File: config.mk
export PLATFORM = sky130hd
export DESIGN_NAME = servant_ptimer
export DESIGN_NICKNAME = d
export VERILOG_FILES = /design/src/rtl/servant_ptimer.sv
export SDC_FILE = /design/constraint.sdc
export NUM_CORES = 1
export LEC_CHECK = 0
export CAP_MARGIN = 20
export CORE_ASPECT_RATIO = 1.2
export CORE_UTILIZATION = 55
export DETAILED_ROUTE_END_ITERATION = 12
export PLACE_DENSITY = 0.8
export SYNTH_ARGS = -nofsm -noshare
export SYNTH_HDL_FRONTEND = slang
export SYNTH_SLANG_ARGS = --single-unit
File: constraint.sdc
create_clock -name i_clk -period 2.67 [get_ports i_clk]
set_clock_uncertainty 0.05 [all_clocks]
set_input_delay 0.534 -clock i_clk [delete_from_list [all_inputs] [get_ports i_clk]]
set_output_delay 0.534 -clock i_clk [all_outputs]
set_load 0.02 [all_outputs]
File: src/rtl/servant_ptimer.sv
// Memory-mapped machine timer: MTIME/MTIMECMP with prescaler, auto-reload and
// a sticky match flag that drives a level interrupt when enabled.
module servant_ptimer #(
    parameter int unsigned RESET_ENABLE = 1
) (
    input  logic        i_clk,
    input  logic        i_rst,
    input  logic [1:0]  i_wb_adr,
    input  logic [31:0] i_wb_dat,
    input  logic        i_wb_we,
    input  logic        i_wb_cyc,
    output logic [31:0] o_wb_rdt,
    output logic        o_irq
);

    localparam logic [1:0] ADR_MTIME    = 2'd0;
    localparam logic [1:0] ADR_MTIMECMP = 2'd1;
    localparam logic [1:0] ADR_CTRL     = 2'd2;
    localparam logic [1:0] ADR_STATUS   = 2'd3;

    logic [31:0] mtime_q, mtime_d;
    logic [31:0] mtimecmp_q, mtimecmp_d;
    logic        en_q, en_d;
    logic        ie_q, ie_d;
    logic        ar_q, ar_d;
    logic [7:0]  pre_q, pre_d;
    logic [7:0]  pcnt_q, pcnt_d;
    logic        pend_q, pend_d;

    logic wr;
    logic tick;
    logic match;

    assign wr    = i_wb_cyc & i_wb_we;
    assign tick  = en_q && (pcnt_q == pre_q);
    // Match uses pre-write MTIME/MTIMECMP so same-edge bus writes never mask it.
    assign match = (mtime_q == mtimecmp_q);

    always_comb begin
        mtime_d    = mtime_q;
        mtimecmp_d = mtimecmp_q;
        en_d       = en_q;
        ie_d       = ie_q;
        ar_d       = ar_q;
        pre_d      = pre_q;
        pcnt_d     = pcnt_q;
        pend_d     = pend_q;

        if (!en_q || tick) begin
            pcnt_d = 8'd0;
        end else begin
            pcnt_d = pcnt_q + 8'd1;
        end

        if (tick) begin
            mtime_d = (match && ar_q) ? 32'd0 : mtime_q + 32'd1;
        end

        if (wr) begin
            case (i_wb_adr)
                ADR_MTIME:    mtime_d    = i_wb_dat;
                ADR_MTIMECMP: mtimecmp_d = i_wb_dat;
                ADR_CTRL: begin
                    en_d   = i_wb_dat[0];
                    ie_d   = i_wb_dat[1];
                    ar_d   = i_wb_dat[2];
                    pre_d  = i_wb_dat[15:8];
                    pcnt_d = 8'd0;
                end
                ADR_STATUS: begin
                    if (i_wb_dat[0]) begin
                        pend_d = 1'b0;
                    end
                end
                default: ;
            endcase
        end

        // A new match outranks a same-edge clear.
        if (tick && match) begin
            pend_d = 1'b1;
        end
    end

    always_ff @(posedge i_clk) begin
        if (i_rst) begin
            mtime_q    <= 32'd0;
            mtimecmp_q <= 32'hFFFF_FFFF;
            en_q       <= (RESET_ENABLE != 0);
            ie_q       <= 1'b0;
            ar_q       <= 1'b0;
            pre_q      <= 8'd0;
            pcnt_q     <= 8'd0;
            pend_q     <= 1'b0;
        end else begin
            mtime_q    <= mtime_d;
            mtimecmp_q <= mtimecmp_d;
            en_q       <= en_d;
            ie_q       <= ie_d;
            ar_q       <= ar_d;
            pre_q      <= pre_d;
            pcnt_q     <= pcnt_d;
            pend_q     <= pend_d;
        end
    end

    always_comb begin
        o_wb_rdt = 32'd0;
        if (i_wb_cyc) begin
            case (i_wb_adr)
                ADR_MTIME:    o_wb_rdt = mtime_q;
                ADR_MTIMECMP: o_wb_rdt = mtimecmp_q;
                ADR_CTRL:     o_wb_rdt = {16'd0, pre_q, 5'd0, ar_q, ie_q, en_q};
                ADR_STATUS:   o_wb_rdt = {31'd0, pend_q};
                default:      o_wb_rdt = 32'd0;
            endcase
        end
    end

    assign o_irq = pend_q & ie_q;

endmodule

==> impl_metrics.json <==
{
  "status": "finished clean",
  "slew_headroom_pct": 64.8,
  "final_cell_mix": "nand2_1 (131), dfxtp_1 (84), clkdlybuf4s50_1 (52), nor2_1 (45), xor2_1 (44)",
  "final_layout_size_suffix_gt1_share_pct": 9.85,
  "worstReg2RegStart": "pre_q[7]$_SDFFE_PP0P_",
  "cpMaxStageDelayCell": "clkdlybuf4s50_1",
  "worst_pin_slew_ns": 0.523,
  "crit_family": "buffers and inverters",
  "synth_top_flop_cell": "dfxtp_1",
  "ir_worst_vdd_v": 0.000319,
  "grt_pass1_wl_mm": 21.9,
  "rsz0062_at_grt": "false",
  "grt_use_total_pct": 30.1,
  "die_width_um": 88.6,
  "post-route-min-period_ns": 2.61,
  "boundaryPins": 71,
  "ant_nets": 0,
  "synth_top_area_share_pct": 34.0,
  "grt_max_degree": 24,
  "drc": 0,
  "rows": 37,
  "r2r_cells": 7,
  "cp-end-kind": "primary output",
  "synth-seq-cells": 84,
  "maxCapViolCount": 0,
  "antenna_found_initial": 0,
  "ys_seq_area_share_pct": 34.0,
  "crit_fanout": 12,
  "pwr-share-seq_pct": 47.2,
  "netlist_area_sq_um": 4950,
  "gr-total-overflow": 0,
  "drt-initial-drc-count": 336,
  "critPathMaxStageDelay_ns": 0.60,
  "p_per_area_nw_per_um2": 476,
  "core_sq_um": 8660,
  "hpwlAfterDp_mm": 10.0,
  "final_common_cell": "nand2_1",
  "startpoint": "i_wb_adr[1]",
  "path_class": "in2out",
  "fp.dieArea_sq_um": 9380,
  "cts_tree": "yes",
  "synth_area_leaders": "dfxtp_1 (34%), nand2_1 (9.9%), xor2_1 (7.8%)",
  "tns_ns": 0,
  "grt_pass1_vias": 4536,
  "p_int_w": 0.00208,
  "drtPass1Iterations": 5,
  "dieHeight_um": 106,
  "place_congestion": 0.969,
  "crit_arrival_ns": 2.02,
  "crit_chain": "dlygate4sd2_1, nor2b_1, buf_4, nand2_1, o21ai_0, and2_1, clkdlybuf4s50_1",
  "syn_avg_cell_area_sq_um": 7.98,
  "wirelength_mm": 13.3,
  "via_per_inst": 5.73,
  "area_growth_pct": 21.7,
  "slew_viol_final": 0,
  "r2r_setup_slack_ns": 0.25,
  "synth_nets": 660,
  "start_util_pct": 57.2,
  "cts_buffers": 9,
  "clock_sinks": 84,
  "ys_warn_count": 0,
  "whs_path_depth": 2,
  "critPathBufInv": 3,
  "drt-wirelength-per-cell_um": 16.7,
  "required_ns": 2.09,
  "min-delay-start": "ie_q$_SDFFE_PP0P_",
  "post_cts_buffers": 0,
  "path_clk_slew_ns": 0.09,
  "final_hold_viol_count": 0,
  "cp.depth": 7,
  "htree_levels": 3,
  "portBuffers": 70,
  "clock.fmax_mhz": 384,
  "ys_types": 44,
  "layout.nets": 715,
  "pwr-share-comb_pct": 16.9,
  "synthArstFlopShare_pct": 0,
  "synth_edf_count": 0,
  "antenna_cells": 0,
  "finalSetupViolCount": 0,
  "startpoint_type": "input pin",
  "cts_root_buffer": "clkbuf_8",
  "worst_hold_slack_ns": 0.421,
  "via_count": 4564,
  "p_sw_w": 0.000790,
  "yosys.area.top_type": "dfxtp_1",
  "power_leakage_nw": 2.46,
  "syn_inst": 620,
  "min_path_type": "reg2reg",
  "clk_latency_ns": 0.36,
  "clkPwrFrac_pct": 35.9,
  "post-route-period-util_pct": 97.7,
  "cts_buffer_depth": 2,
  "p_sw_share_pct": 27.6
}
## metrics by stage
stage                     std cells  instance area (sq um)  power [W]  setup slack (ns)  utilization [%]
after detailed placement        781                   5760    0.00186            -0.211             66.6
after floorplan                 620                   4950    0.00166             0.318                -
after global routing            797                   6020    0.00297           0.00177             69.6
after CTS                       797                   5980    0.00287            0.0360             69.1
after global placement          781                   5760    0.00185            -0.151             66.6
final                           797                   6020    0.00287            0.0625             69.6
## cell usage after synthesis, drive strengths merged, types with 2 or more instances
| master | number |
|---|---|
| mux2i | 32 |
| or2 | 4 |
| nand3b | 32 |
| and3 | 4 |
| xnor2 | 32 |
| or4 | 3 |
| ha | 2 |
| a21oi | 11 |
| nand2b | 11 |
| inv | 9 |
| nand2 | 131 |
| clkbuf | 37 |
| dfxtp | 84 |
| and2 | 13 |
| buf | 12 |
| o32ai | 9 |
| nor3 | 14 |
| nor4 | 21 |
| or3 | 3 |
| nor2 | 45 |
| nand4 | 9 |
| nand3 | 19 |
| xor2 | 44 |
| o21ai | 33 |
## what timing repair did
action,CTS,global route
endpoints found under the setup margin,32,15
hold endpoints to repair,0,0
resized for setup,3,15
hold buffers,0,0
## power by group through the flow
stage          logic (W)  registers (W)  clock network [W]
2_1_floorplan   0.000303        0.00136                  0
4_1_cts         0.000484        0.00135            0.00103
5_1_grt         0.000521        0.00136            0.00109
3_5_place_dp    0.000482        0.00138                  0
6_report        0.000484        0.00135            0.00103
3_3_place_gp    0.000472        0.00138                  0
## metal layers
metal	track usage (%)	vias to the layer above	share of wire, %
met5	0	-	0
met4	12.3	0	3.7
met2	52.5	158	50
met3	5.36	44	4.6
met1	35.8	2182	42
li1	-	2180	-
## final timing paths
kind                                 to
setup / recovery           o_wb_rdt[10]
setup reg to reg  mtime_q[2]$_SDFF_PP0_
hold / removal        ie_q$_SDFFE_PP0P_
hold reg to reg       ie_q$_SDFFE_PP0P_
## kinds of logic after synthesis
| kind of cell | Yosys count | share of synthesized area (%) |
|---|---|---|
| AND/OR/NAND/NOR | 311 | 32.0 |
| flip-flops | 84 | 34.0 |
| XOR/XNOR | 76 | 13.5 |
| buffers and inverters | 59 | 5.92 |
| AO/OA/AOI/OAI | 55 | 7.23 |
| multiplexers | 33 | 6.93 |
| adder cells (fa/ha/maj) | 2 | 0.506 |
## tightest hold or removal path, cell delays in order (launching register included)
cell and delay, ns:
dfxtp_1 0.33, nand2_1 0.05, a21oi_1 0.05
## flip-flops by register name, indices dropped and copies added (netlist names)
register / count
ar_q: 1
en_q: 1
ie_q: 1
mtime_q: 32
mtimecmp_q: 32
pcnt_q: 8
pend_q: 1
pre_q: 8
## final cells by class
cell class	count	area [sq um]
clock buffers	11	141
clock inverters	5	82.6
fillers	706	2630
inverters	9	33.8
multi-input cells	477	2980
flip-flops and latches	84	1680
well taps	117	146
repair buffers	94	957
No activity file was read; power rests on OpenSTA's default activity.
